$ cat config.mk
export PLATFORM = sky130hd
export DESIGN_NAME = inst_fetch_buffer
export DESIGN_NICKNAME = d
export VERILOG_FILES = /design/src/rtl/inst_fetch_buffer.sv
export SDC_FILE = /design/constraint.sdc
export NUM_CORES = 1
export LEC_CHECK = 0
export BUFFER_PORTS_ARGS = -buffer_cell sky130_fd_sc_hd__buf_2
export CORE_MARGIN = 8
export CORE_UTILIZATION = 52
export CTS_BUF_LIST = sky130_fd_sc_hd__clkbuf_4 sky130_fd_sc_hd__clkbuf_8 sky130_fd_sc_hd__clkbuf_16
export DETAILED_ROUTE_END_ITERATION = 12
export MAX_ROUTING_LAYER = met4
export PLACE_DENSITY = 0.81
export SLEW_MARGIN = 15
export SYNTH_ARGS = -nofsm -noshare
export SYNTH_HDL_FRONTEND = slang
export SYNTH_SLANG_ARGS = --single-unit
$ cat constraint.sdc
create_clock -name clk -period 3.7 [get_ports clk]
set_input_delay 0.74 -clock clk [delete_from_list [all_inputs] [get_ports clk]]
set_output_delay 0.74 -clock clk [all_outputs]
set_load 0.005 [all_outputs]
$ cat src/rtl/inst_fetch_buffer.sv
// Decoupled instruction fetch front end: sequential SRAM fetch into a small
// PC/instruction FIFO consumed by ID, with branch redirect and delay-slot keep.
module inst_fetch_buffer #(
   parameter int                 DEPTH    = 4,
   parameter int                 ADDR_W   = 32,
   parameter int                 INST_W   = 32,
   parameter logic [ADDR_W-1:0]  RESET_PC = ADDR_W'(32'hbfc00000)
) (
   input  logic                       clk,
   input  logic                       rst,
   input  logic                       br_e,
   input  logic [ADDR_W-1:0]          br_addr,
   input  logic                       br_keep,
   input  logic                       id_ready,
   output logic                       out_valid,
   output logic [ADDR_W-1:0]          out_pc,
   output logic [INST_W-1:0]          out_inst,
   output logic                       inst_sram_en,
   output logic [3:0]                 inst_sram_wen,
   output logic [ADDR_W-1:0]          inst_sram_addr,
   output logic [31:0]                inst_sram_wdata,
   input  logic [INST_W-1:0]          inst_sram_rdata,
   output logic [$clog2(DEPTH):0]     count,
   output logic                       dbg_state
);

   localparam int PW = $clog2(DEPTH);
   localparam int CW = PW + 1;
   localparam int OW = CW + 1;

   typedef enum logic {RUN = 1'b0, SLOT = 1'b1} state_e;

   state_e            state_q, state_d;
   logic [ADDR_W-1:0] fetch_pc_q, fetch_pc_d;
   logic [ADDR_W-1:0] pend_addr_q, pend_addr_d;
   logic [ADDR_W-1:0] iss_pc_q, iss_pc_d;
   logic              inflight_q, inflight_d;
   logic [PW-1:0]     wr_ptr_q, wr_ptr_d;
   logic [PW-1:0]     rd_ptr_q, rd_ptr_d;
   logic [CW-1:0]     count_q, count_d;
   logic [ADDR_W-1:0] pc_mem_q   [DEPTH];
   logic [INST_W-1:0] inst_mem_q [DEPTH];

   logic              slot_case;
   logic              push;
   logic              pop;
   logic              room;
   logic              issue;
   logic [OW-1:0]     occ;

   // Redirect with keep but nothing buffered or landing: the slot must still be fetched.
   assign slot_case = br_e && br_keep && (count_q == '0) && !inflight_q;
   assign pop       = (count_q != '0) && id_ready && !br_e;
   assign push      = br_e ? (br_keep && (count_q == '0) && inflight_q) : inflight_q;
   assign occ       = {1'b0, count_q} + OW'(inflight_q) + OW'(push);
   assign room      = occ < (OW'(DEPTH) + OW'(pop));
   assign issue     = rst && room && (!br_e || slot_case);

   // State register
   always_ff @(posedge clk or negedge rst) begin
      if (!rst) state_q <= RUN;
      else      state_q <= state_d;
   end

   // Next-state logic: SLOT lasts exactly one cycle, any redirect there returns to RUN
   always_comb begin
      state_d = RUN;
      if (slot_case) state_d = SLOT;
   end

   // Output logic
   always_comb begin
      inst_sram_en    = issue;
      inst_sram_addr  = (state_q == SLOT) ? pend_addr_q : fetch_pc_q;
      inst_sram_wen   = 4'b0000;
      inst_sram_wdata = 32'h0;
      dbg_state       = state_q;
   end

   always_comb begin
      fetch_pc_d  = fetch_pc_q;
      pend_addr_d = pend_addr_q;
      if (br_e) begin
         if (slot_case) begin
            fetch_pc_d  = fetch_pc_q + ADDR_W'(4);
            pend_addr_d = br_addr;
         end else begin
            fetch_pc_d  = br_addr;
         end
      end else if (state_q == SLOT) begin
         fetch_pc_d = issue ? pend_addr_q + ADDR_W'(4) : pend_addr_q;
      end else if (issue) begin
         fetch_pc_d = fetch_pc_q + ADDR_W'(4);
      end
      iss_pc_d   = issue ? inst_sram_addr : iss_pc_q;
      inflight_d = issue;
   end

   always_comb begin
      wr_ptr_d = wr_ptr_q;
      rd_ptr_d = rd_ptr_q;
      count_d  = count_q;
      if (br_e) begin
         if (br_keep && (count_q != '0)) begin
            wr_ptr_d = rd_ptr_q + PW'(1);
            count_d  = CW'(1);
         end else if (push) begin
            wr_ptr_d = wr_ptr_q + PW'(1);
            count_d  = CW'(1);
         end else begin
            wr_ptr_d = rd_ptr_q;
            count_d  = '0;
         end
      end else begin
         if (push) wr_ptr_d = wr_ptr_q + PW'(1);
         if (pop)  rd_ptr_d = rd_ptr_q + PW'(1);
         count_d = count_q + CW'(push) - CW'(pop);
      end
   end

   always_ff @(posedge clk or negedge rst) begin
      if (!rst) begin
         fetch_pc_q  <= RESET_PC;
         pend_addr_q <= RESET_PC;
         iss_pc_q    <= RESET_PC;
         inflight_q  <= 1'b0;
         wr_ptr_q    <= '0;
         rd_ptr_q    <= '0;
         count_q     <= '0;
      end else begin
         fetch_pc_q  <= fetch_pc_d;
         pend_addr_q <= pend_addr_d;
         iss_pc_q    <= iss_pc_d;
         inflight_q  <= inflight_d;
         wr_ptr_q    <= wr_ptr_d;
         rd_ptr_q    <= rd_ptr_d;
         count_q     <= count_d;
      end
   end

   // Entry storage carries no reset; validity is tracked by count_q alone.
   always_ff @(posedge clk) begin
      if (push) begin
         pc_mem_q[wr_ptr_q]   <= iss_pc_q;
         inst_mem_q[wr_ptr_q] <= inst_sram_rdata;
      end
   end

   assign out_valid = (count_q != '0);
   assign out_pc    = pc_mem_q[rd_ptr_q];
   assign out_inst  = inst_mem_q[rd_ptr_q];
   assign count     = count_q;

endmodule

== Yosys cells after proc, flatten, opt, wreduce, memory -nomap -nowiden ==
Memories as Yosys holds them, arrays and structs flattened.
Index checks and enable logic that the tools add are counted.

* Memories kept: 2
* Word-level logic and storage cells: 57
* Register bits after elaboration: 105
* Bits in writable memories: 256

* Order comparisons: 1
* Add/sub/neg operators: 9
* Reductions and logical operators: 19
* Bitwise operators: 1
* Mux-type cells: 17

{| class="wikitable"
|+ Memory list
! name !! words !! width !! rd ports !! clocked after memory_dff !! write ports !! line !! text
|-
| inst_mem_q || 4 || 32 || 1 || 0 || 1 || 42 || <nowiki>logic [INST_W-1:0] inst_mem_q [DEPTH];</nowiki>
|-
| pc_mem_q || 4 || 32 || 1 || 0 || 1 || 41 || <nowiki>logic [ADDR_W-1:0] pc_mem_q [DEPTH];</nowiki>
|}

{| class="wikitable"
|+ Operators with widths
! kind !! number
|-
| $mux 32 || 6
|-
| $add 32x3->32 const B || 2
|-
| $logic_and 1x1->1 || 10
|-
| $mux 2 || 4
|-
| $mux 1 || 6
|-
| $reduce_bool 3->1 || 2
|-
| $add 2x1->2 const B || 2
|-
| $add 3x1->4 || 1
|-
| $add 3x1->4 const A || 1
|-
| $add 4x1->4 || 1
|-
| $lt 4x4->1 || 1
|-
| $reduce_and 2->1 || 2
|-
| $add 3x1->3 || 1
|-
| $logic_not 3->1 || 1
|-
| $mux 3 || 1
|-
| $sub 3x1->3 || 1
|-
| $logic_not 1->1 || 2
|-
| $reduce_bool 2->1 || 1
|-
| $logic_or 1x1->1 || 1
|-
| $not 1->1 || 1
|}

== Logic depth before layout (Yosys ltp) ==
Gate-level depths: netlist of run 1.

* Depth after elaboration: 11
* Depth in mapped cells: 13

== Worst setup path before layout of run 1 ==
No wires, ideal clock.

* Kind: in2out
* Start: input br_e
* End: output inst_sram_en
* Setup slack: -0.223 ns
* Data arrival time: 3.183 ns
* Required time: 2.960 ns
* Stages on the path: 10
* Buffers on the path: 3
* Cell sequence: clkbuf_1 > a21boi_1 > fa_1 > ha_1 > or4b_4 > o21ai_2 > nand3_1 > inv_1 > buf_2 > buf_2

* Cells in the longest elaborated chain, start to end: 6
* Elaborated cells between the ends (all ways): 12

{| class="wikitable"
|+ RTL lines
! what !! line !! text
|-
| start: declaration || 11 || <nowiki>input logic br_e,</nowiki>
|-
| branches (longest 5 deep; another with $add 4x1->4) || n/a ||
|-
| $logic_and 1x1->1 (*) || 57 || <nowiki>assign issue = rst && room && (!br_e || slot_case);</nowiki>
|-
| end: declaration || 18 || <nowiki>output logic inst_sram_en,</nowiki>
|}

Every way passes the cells marked *.

== Final worst setup path of run 1 ==
* Start: register count_q[2], in the netlist count[2]
* End: output inst_sram_en

* Cells in the longest elaborated chain, start to end: 8
* Elaborated cells between the ends (all ways): 16

{| class="wikitable"
|+ RTL lines
! what !! line !! text
|-
| start: declaration || 40 || <nowiki>logic [CW-1:0] count_q, count_d;</nowiki>
|-
| start signal: assignment || 137 || <nowiki>count_q <= count_d;</nowiki>
|-
| branches (longest 7 deep; another with $add 3x1->4) || n/a ||
|-
| $logic_and 1x1->1 (*) || 57 ||
|}

Marked as above.

==> impl_results.md, run 1 <==
- Worst setup margin: 0.0701 ns
- Drt pass-1 iters: 5
- Final hold violation count: 0
- Clock sinks: ~360
- Vias in the first global route: 9769
- Synth Warn #: 0
- Max transition margin: around 45%
- Max-cap violations: 0
- NetSw: around 0.0044 W
- Total congestion overflow: 0
- Die area: about 36000 um2
- Fin Hold WS: approximately 0.063 ns
- # rows: 63
- Final setup fails: 0
- DR WL/cell: 22.2 um
- Residual DRC: 0
- Synth Area in Adders: around 1.1%
- Clock H-tree levels: 2
- Pre-CTS setup slack: approximately 0.053 ns
- Fmax: approximately 0.28 GHz
- Synth Instances: between 1000 and 1500
- Largest family of logic cells by synthesized area: multiplexers
- Core outline area: 29600 um2
- Layout cell share with drive strength beyond 1: roughly 36%
- DIE WIDTH: 189 um
- Ys async rst share: 29.1%
- Worst endpoint required time: 2.96 ns
- Syn Area/Cell: 15.2 um2
- Clock Power Share: 25.4%
- Starting DRT DRC Count: between 700 and 800
- Total CTS buffers: 36
- RSZ-0062 raised after global routing: true
- Net Sw Frac: between 30 and 40%
- CP max FO: 2
- Area grow syn2layout: 16.8%
- Fin util: between 60 and 70%
- Max IR drop VDD: between 0.3 and 0.4 mV
- Fill cells: ~2200
- Via count: around 9500
- Multi-input gate area: about 4900 um2
- Die H: 189 um
- Logic gate share of total power: 29.3%
- Antenna viol nets, final: 0
- Outcome: completed
- CTS root buf: clkbuf_16
- Via density: just under 6
- Seq pwr share: about 45%
- Yosys cell types: slightly below 60
- Yosys reg bits: about 360
- Pint: between 0.009 and 0.01 W
- Syn Std Cell Area: roughly 16000 um2
- Sequential cell area fraction in the yosys report: 66.2%
- Gpl congestion: 0.927
- I/O Buffers: 170
- Critical path startpoint category: flop
- Slew @ Worst Pin: just over 0.8 ns
- Fin crit period: around 3.6 ns
- Final Cycle Share: between 90% and 100%
- Hold-fix buffers at CTS: 0
- Compound-Gate Fraction of Synth Area: 4.82%
- Clock Pin Slew Worst Setup and Hold Paths: approximately 0.07 ns
- Starting density of the core: between 50% and 60%
- WL final: 36.4 mm
- CP arrival: around 2.9 ns
- Post-synth EDFFs: 256
- Synth Area in Simple Gates: approximately 8.3%
- Largest net degree at the start of global routing: 65
- CP Capture Type: output port
- Post-DP HPWL: about 24 mm
- Proportion of synthesized area in mux cells: around 14%
- Worst setup path class: flop to output port
- First-pass GRT wire length: ~57 mm
- Clock Latency Late Sink: about 0.51 ns
- Hold WC Path Type: primary input to async pin
- Fin. max-slew vios: 0
- GRT Util Overall: a little over a fifth
- Post-Synth XOR/XNOR Area: roughly 2.4%
- Register area: slightly above 10000 um2
- CTS tree: done
- Skew final: between 0.01 and 0.015 ns
- Nets: 1305
- Initial antenna violation count: 3
- PwrDens: 773 nW/um2
- Synth Flop Type: edfxtp_1
- P_leak: 6.86 nW
- IO Count: ~210
- Clock tree buffer depth: 3
cells by family (layout without fill, tap and decap cells):
group,count (synthesis),count (layout)
flip-flops,361,361
AO/OA/AOI/OAI,109,109
multiplexers,129,129
buffers and inverters,104,289
AND/OR/NAND/NOR,270,270
other,1,39
XOR/XNOR,42,42
adder cells (fa/ha/maj),12,12
area by class of cell:
class,instances,area share (%)
clock buffer,50,5.67
multi-input combinational,598,27.0
tap,390,2.67
sequential,361,56.7
antenna,3,0.0411
inverter,15,0.308
clock inverter,12,0.733
timing repair buffer,212,6.84
power groups by stage:
stage	registers (W)	logic, W	clock network [W]
finish	0.00639	0.00413	0.00359
global route	0.00653	0.00452	0.00380
CTS	0.00639	0.00419	0.00366
detailed placement	0.00646	0.00411	0
global placement	0.00639	0.00402	0
floorplan	0.00605	0.00274	0
routing by layer:
layer,up-vias,global-route usage [%],share of wire [%]
met3,61,3.83,6.7
met5,-,-,0
li1,4257,-,-
met4,0,6.43,2.5
met2,379,33.7,49
met1,4771,26.8,41
timing repair:
item | CTS | global route
hold endpoints to repair | 0 | 0
setup endpoints to repair | 1 | 1
pin swaps | 1 | 2
resized for setup | 3 | 4
setup buffers | 3 | 2
state kept, by name, summed over array words and instances (netlist names):
register	count
count	3
pend_addr_q	32
rd_ptr_q	2
inst_mem_q	128
wr_ptr_q	2
iss_pc_q	32
dbg_state	1
inflight_q	1
pc_mem_q	128
fetch_pc_q	32
cell usage in the layout, fill, tap and decap left out, types with 24 or more instances in the layout:
| cell type | synthesis | routed |
|---|---|---|
| nand4_1 | 24 | 24 |
| conb_1 | 1 | 36 |
| clkbuf_16 | 0 | 37 |
| mux2_2 | 62 | 62 |
| dfrtp_1 | 78 | 73 |
| nand3_1 | 26 | 25 |
| buf_4 | 36 | 37 |
| a21oi_1 | 24 | 24 |
| edfxtp_1 | 256 | 256 |
| nand2_1 | 133 | 133 |
| dfstp_2 | 27 | 27 |
| mux4_2 | 64 | 64 |
| nor2_1 | 25 | 25 |
| buf_2 | 5 | 168 |
stage by stage:
step / std cells / cell area (um2) / power [W] / setup TNS [ns]
after floorplan: 1063 / 15800 / 0.00879 / 0
after global placement: 1571 / 17000 / 0.0104 / 0
after detailed placement: 1571 / 17000 / 0.0106 / 0
after CTS: 1636 / 18200 / 0.0142 / 0
after global routing: 1641 / 18300 / 0.0149 / -0.0316
final: 1641 / 18300 / 0.0141 / 0
Yosys cell counts, drive strengths merged (19+ instances only):
cell type    n  area [um2]
nand4       24         150
edfxtp     256        7690
nand2      133         499
nand3       26         130
dfstp       27         709
a21oi       24         120
mux4        64        1440
mux2        62         698
buf         52         337
dfrtp       78        1950
xnor2       19         166
clkbuf      37         139
nor2        25        93.8
o21ai       25         129
xor2        23         201
critical path, stage by stage, from the launching register on:
cell and delay [ns]:
dfrtp_2 0.42, nor3_4 0.22, nand2_1 0.10, a21boi_2 0.16, fa_2 0.46, or4b_4 0.55
o21ai_4 0.16, nand3_2 0.10, inv_2 0.11, buf_6 0.10
final timing paths:
check | start | end | slack (ns) | cells past startpoint
worst max-delay path | count[2] | inst_sram_en | 0.07 | 9
worst min-delay path | rst | pend_addr_q[19] | 0.06 | 1
worst max register to register | count[2] | fetch_pc_q[3] | 0.25 | 13
worst min register to register | pend_addr_q[25] | pend_addr_q[25] | 0.48 | 2
max in group asynchronous | rst | iss_pc_q[8] | 2.10 | 3
min in group clk | br_addr[27] | pend_addr_q[27] | 0.43 | 3
Note: power is estimated with default switching activity, not from simulation.
==> run 2, diff against run 1 <==
Settings changed: BUFFER_PORTS_ARGS -buffer_cell sky130_fd_sc_hd__buf_2 to -buffer_cell sky130_fd_sc_hd__buf_4.
==> run 2 against run 1 <==
Sequential share of layout area is 1.4 points lower; non-clock buffer count stayed put; combinational power is 9.0% higher; first-iteration DRC count is 7.1% lower; worst hold slack better by 0.35 ns; critical path type unchanged.
==> impl_results.md, run 2 (synthesized netlist as in run 1, its figures left out) <==
- Pint: 0.0101 W (was 0.00971 W)
- Net Sw Frac: 30.6% (was 31.2%)
- Internal reg-to-reg setup slack: 0.35 ns (was 0.25 ns)
- CP Capture Type: output port (unchanged)
- Initial antenna violation count: 3 (unchanged)
- Clock tree buffer depth: 3 (unchanged)
- DIE WIDTH: 189 um (unchanged)
- GRT Util Overall: 20.5% (was 20.9%)
- Max-cap violations: 0 (unchanged)
- Final setup fails: 0 (unchanged)
- Cell Count Post-Placement: 1573 (was 1571)
- Clock Latency Late Sink: 0.50 ns (was 0.51 ns)
- Multi-input gate area: 4930 um2 (about the same)
- Core outline area: 29600 um2 (unchanged)
- Fmax: 0.275 GHz (about the same)
- Placed Instance Area: 17500 um2 (was 17000 um2)
- Skew final: 0.0126 ns (was 0.0136 ns)
- Clock Pin Slew Worst Setup and Hold Paths: 0.06 ns (was 0.07 ns)
- Final hold violation count: 0 (unchanged)
- Clock Power Share: 25.4% (about the same)
- Largest net degree at the start of global routing: 65 (unchanged)
- I/O Buffers: 170 (unchanged)
- Final Cycle Share: 98.2% (was 98.1%)
- Design Area, Final: 18700 um2 (was 18300 um2)
- Critical path startpoint category: flop (unchanged)
- Final Non-Filler Cells: 1644 (was 1641)
- CTS root buf: clkbuf_16 (unchanged)
- Total congestion overflow: 0 (unchanged)
- Largest regs: inst_mem_q: 128 flops, pc_mem_q: 128 flops (unchanged)
- Slew @ Worst Pin: 0.823 ns (was 0.827 ns)
- Area grow syn2layout: 19.9% (was 16.8%)
- Max IR drop VDD: 0.427 mV (was 0.320 mV)
- Die area: 35900 um2 (unchanged)
- Gpl congestion: 0.919 (was 0.927)
- Via count: 9557 (was 9468)
- Starting DRT DRC Count: 737 (was 793)
- Most common cell after layout, fill and taps aside: edfxtp_1 (unchanged)
- Clock H-tree levels: 2 (unchanged)
- Worst setup path class: flop to output port (unchanged)
- Logic gate share of total power: 30.8% (was 29.3%)
- Layout cell share with drive strength beyond 1: 35.5% (was 35.7%)
- # rows: 63 (unchanged)
- Outcome: completed (unchanged)
- Post-DP HPWL: 24.1 mm (was 24.3 mm)
- P_leak: 7.02 nW (was 6.86 nW)
- Worst endpoint required time: 2.96 ns (about the same)
- PwrDens: 780 nW/um2 (was 773 nW/um2)
- Fin crit period: 3.63 ns (about the same)
- Max transition margin: 45.1% (was 44.8%)
- IO Count: 207 (unchanged)
- Total CTS buffers: 37 (was 36)
- Fin. max-slew vios: 0 (unchanged)
- Clock sinks: 361 (unchanged)
- NetSw: 0.00447 W (was 0.00441 W)
- Commonest non-fill, non-tap cells in the layout: edfxtp_1 (256), buf_4 (205), nand2_1 (133) (was edfxtp_1 (256), buf_2 (168), nand2_1 (133))
- CP arrival: 2.89 ns (about the same)
- Die H: 189 um (unchanged)
- Vias in the first global route: 9683 (was 9769)
- Hold WC Path Type: primary input to async pin (unchanged)
- Seq pwr share: 43.8% (was 45.3%)
- WL final: 36.5 mm (was 36.4 mm)
- First-pass GRT wire length: 55.8 mm (was 57.0 mm)
- Fill cells: 2185 (was 2241)
- Register area: 10400 um2 (about the same)
- DR WL/cell: 22.2 um (about the same)
- Nets: 1306 (was 1305)
- Hold-fix buffers at CTS: 0 (unchanged)
- Starting density of the core: 52.8% (unchanged)
- CTS tree: done (unchanged)
- CP max FO: 3 (was 2)
- Via density: 5.81 (was 5.77)
- Antenna viol nets, final: 0 (unchanged)
- Residual DRC: 0 (unchanged)
- Drt pass-1 iters: 8 (was 5)
## run 2: changes by cell type in the layout (fill, tap and decap cells not counted), sizes merged
cell / previous run / this run
clkbuf: 50 / 44
clkinv: 10 / 14
inv: 14 / 15
bufinv: 3 / 5
clkinvlp: 0 / 2
## run 2: power groups by stage
stage	Clock [W]	Sequential, W	Combinational [W]
after global placement	0	0.00639	0.00441
final	0.00371	0.00640	0.00450
after detailed placement	0	0.00646	0.00451
after CTS	0.00379	0.00640	0.00455
after floorplan	0	0.00605	0.00274
after global routing	0.00394	0.00653	0.00486
## run 2: worst paths after layout
kind	from	endpoint	cells past startpoint
hold / removal	rst	fetch_pc_q[20]	2
max in group asynchronous	rst	fetch_pc_q[1]	3
min in group clk	br_addr[4]	pend_addr_q[4]	3
setup reg to reg	count[0]	fetch_pc_q[17]	9
setup / recovery	count[0]	inst_sram_en	9
hold reg to reg	pend_addr_q[1]	pend_addr_q[1]	2
## run 2: metrics by stage
step                setup WS [ns]  util [%]  total power, W  TNS, ns  hold slack, ns
global placement            0.105      59.0          0.0108        0           0.462
floorplan                  0.0278         -         0.00879        0           0.444
CTS                       0.00871      63.1          0.0147        0           0.394
finish                     0.0675      63.2          0.0146        0           0.412
detailed placement         0.0396      59.0          0.0110        0           0.463
global route              -0.0275      63.2          0.0153  -0.0275           0.415
## run 2: critical path, cell delays in order, from the launching register on
cell      delay (ns)
dfrtp_2         0.43
nor3_4          0.21
nand2_1         0.10
a21boi_2        0.17
fa_1            0.45
or4b_4          0.55
o21ai_4         0.16
nand3_2         0.11
inv_2           0.08
buf_4           0.12
## run 2: metal layers
layer	routed length, um	global-route usage [%]	share of wire, %
met4	913	6.95	2.5
met3	2380	4.05	6.5
met5	0	-	0
met2	18000	32.5	49
met1	15200	26.3	42
## run 2: cell type report
type	count	share of cell area, %
flip-flops and latches	361	55.3
multi-input cells	598	26.3
repair buffers	212	8.96
clock buffers	44	5.29
well taps	390	2.60
clock inverters	21	1.23
inverters	15	0.300
diodes	3	0.0401
## run 2: timing repair
action,CTS,global route
setup endpoints to repair,1,1
buffers inserted,1,2
resized for setup,2,2
pin swaps,2,1
==> run 3, diff against run 2 <==
Settings changed: CTS_BUF_LIST sky130_fd_sc_hd__clkbuf_4 sky130_fd_sc_hd__clkbuf_8 sky130_fd_sc_hd__clkbuf_16 to not set, CTS_CLUSTER_DIAMETER set to 50, RECOVER_POWER set to 25.
==> run 3 against run 2 <==
Combinational power about the same; design area fell by 0.13%; via count is essentially flat; largest cell class unchanged; worst setup slack worse by 0.0097 ns; total power grew 1.0%; critical path depth did not move; final cell count increased by 0.49%; worst hold slack got worse by 0.018 ns; utilization is 0.080 points lower; highest routed layer unchanged; clock skew grew 0.0045 ns.
==> impl_results.md, run 3 (synthesized netlist as in run 1, its figures left out) <==
- Hold-fix buffers at CTS: 0 (unchanged)
- Layout cell share with drive strength beyond 1: 33.0% (was 35.5%)
- Area grow syn2layout: 19.7% (was 19.9%)
- Skew final: 0.0171 ns (was 0.0126 ns)
- Largest regs: inst_mem_q: 128 flops, pc_mem_q: 128 flops (unchanged)
- Logic gate share of total power: 30.4% (was 30.8%)
- Pint: 0.0102 W (was 0.0101 W)
- WL final: 36.5 mm (about the same)
- CTS tree: done (unchanged)
- Largest net degree at the start of global routing: 65 (unchanged)
- Hold WC Path Type: primary input to async pin (unchanged)
- Gpl congestion: 0.919 (unchanged)
- Commonest non-fill, non-tap cells in the layout: edfxtp_1 (256), buf_4 (175), nand2_1 (133) (was edfxtp_1 (256), buf_4 (205), nand2_1 (133))
- Die H: 189 um (unchanged)
- Clock sinks: 361 (unchanged)
- Via density: 5.78 (was 5.81)
- CP arrival: 2.90 ns (was 2.89 ns)
- Clock Pin Slew Worst Setup and Hold Paths: 0.06 ns (about the same)
- Final hold violation count: 0 (unchanged)
- CP Capture Type: output port (unchanged)
- P_leak: 6.95 nW (was 7.02 nW)
- CTS root buf: clkbuf_16 (unchanged)
- Critical path startpoint category: flop (unchanged)
- Clock Power Share: 26.2% (was 25.4%)
- Design Area, Final: 18700 um2 (about the same)
- PwrDens: 789 nW/um2 (was 780 nW/um2)
- Residual DRC: 0 (unchanged)
- Fin util: 63.2% (about the same)
- Setup TNS: 0 ns (unchanged)
- Placed Instance Area: 17500 um2 (unchanged)
- Power Total: 0.0148 W (was 0.0146 W)
- Outcome: completed (unchanged)
- Initial antenna violation count: 3 (unchanged)
- Pre-CTS setup slack: 0.0396 ns (unchanged)
- Fin. max-slew vios: 0 (unchanged)
- I/O Buffers: 170 (unchanged)
- Via count: 9553 (was 9557)
- Worst r2r src: count[1] (was count[0])
- Total congestion overflow: 0 (unchanged)
- Drt pass-1 iters: 6 (was 8)
- Vias in the first global route: 9818 (was 9683)
- Clock H-tree levels: 2 (unchanged)
- Slew @ Worst Pin: 0.807 ns (was 0.823 ns)
- DIE WIDTH: 189 um (unchanged)
- Worst endpoint required time: 2.96 ns (about the same)
- Fmax: 0.275 GHz (about the same)
- Max IR drop VDD: 0.310 mV (was 0.427 mV)
- Clock Latency Late Sink: 0.52 ns (was 0.50 ns)
- Final Cycle Share: 98.4% (was 98.2%)
- Antenna viol nets, final: 0 (unchanged)
- Most common cell after layout, fill and taps aside: edfxtp_1 (unchanged)
- Worst setup path class: flop to output port (unchanged)
- Core outline area: 29600 um2 (unchanged)
- Post-DP HPWL: 24.1 mm (unchanged)
- NetSw: 0.00455 W (was 0.00447 W)
- Seq pwr share: 43.3% (was 43.8%)
- Die area: 35900 um2 (unchanged)
- Clock tree buffer depth: 3 (unchanged)
- First-pass GRT wire length: 56.2 mm (was 55.8 mm)
- Net Sw Frac: 30.8% (was 30.6%)
- CP max FO: 2 (was 3)
- Nets: 1310 (was 1306)
- IO Count: 207 (unchanged)
- Max transition margin: 46.2% (was 45.1%)
- Fin crit period: 3.64 ns (was 3.63 ns)
- Crit path launch: count[1] (was count[0])
- Final setup fails: 0 (unchanged)
- Max-cap violations: 0 (unchanged)
- Total CTS buffers: 39 (was 37)
- # rows: 63 (unchanged)
- Fill cells: 2193 (was 2185)
- Starting DRT DRC Count: 736 (was 737)
- Worst setup margin: 0.0578 ns (was 0.0675 ns)
- GRT Util Overall: 20.6% (was 20.5%)
- DR WL/cell: 22.1 um (was 22.2 um)
- Starting density of the core: 52.8% (unchanged)
==> run 3: cell type report <==
cell class                 instances  area [um2]  area share (%)
timing repair buffer             214        1570            8.41
antenna                            3        7.51          0.0401
clock inverter                    21         230            1.23
sequential                       361       10400            55.3
multi-input combinational        598        4930            26.4
tap                              390         488            2.61
inverter                          15        56.3           0.301
clock buffer                      50        1070            5.72
==> run 3: routing by layer <==
metal	vias to the layer above	part of all wire [%]	routed length (um)	track usage, %
met5	-	0	0	-
met4	0	2.4	860	6.73
met3	61	6.7	2450	4.07
met2	389	50	18100	33.0
met1	4819	41	15100	26.2
li1	4284	-	-	-
==> run 3: critical path, cell delays in order, from the launching register on <==
cell	delay, ns
dfrtp_1	0.40
nor3_4	0.23
nand2_1	0.10
a21boi_2	0.18
fa_2	0.47
or4b_4	0.55
o21ai_4	0.16
nand3_2	0.11
inv_2	0.08
buf_4	0.12
==> run 3: worst paths after layout <==
kind | depth (start not counted) | slack [ns] | end
max reg2reg | 9 | 0.34 | fetch_pc_q[17]
min in group clk | 3 | 0.43 | pend_addr_q[0]
max | 9 | 0.06 | inst_sram_en
max in group asynchronous | 3 | 2.05 | fetch_pc_q[6]
min reg2reg | 2 | 0.47 | pend_addr_q[1]
min | 2 | 0.39 | pend_addr_q[30]
==> run 3: power groups by stage <==
| stage | logic [W] | clock network (W) | registers, W |
|---|---|---|---|
| floorplan | 0.00274 | 0 | 0.00605 |
| global placement | 0.00441 | 0 | 0.00639 |
| detailed placement | 0.00451 | 0 | 0.00646 |
| CTS | 0.00457 | 0.00394 | 0.00640 |
| global route | 0.00486 | 0.00409 | 0.00653 |
| finish | 0.00449 | 0.00387 | 0.00640 |
==> run 3: through the flow <==
| stage | hold WS, ns | instances |
|---|---|---|
| global placement | 0.462 | 1573 |
| floorplan | 0.444 | 1063 |
| CTS | 0.390 | 1647 |
| finish | 0.394 | 1652 |
| global route | 0.415 | 1652 |
| detailed placement | 0.463 | 1573 |
==> run 3: repair_timing <==
item | CTS | global route
pin swaps | 2 | 0
resized for setup | 3 | 2
setup endpoints to repair | 1 | 1
buffers inserted | 3 | 2
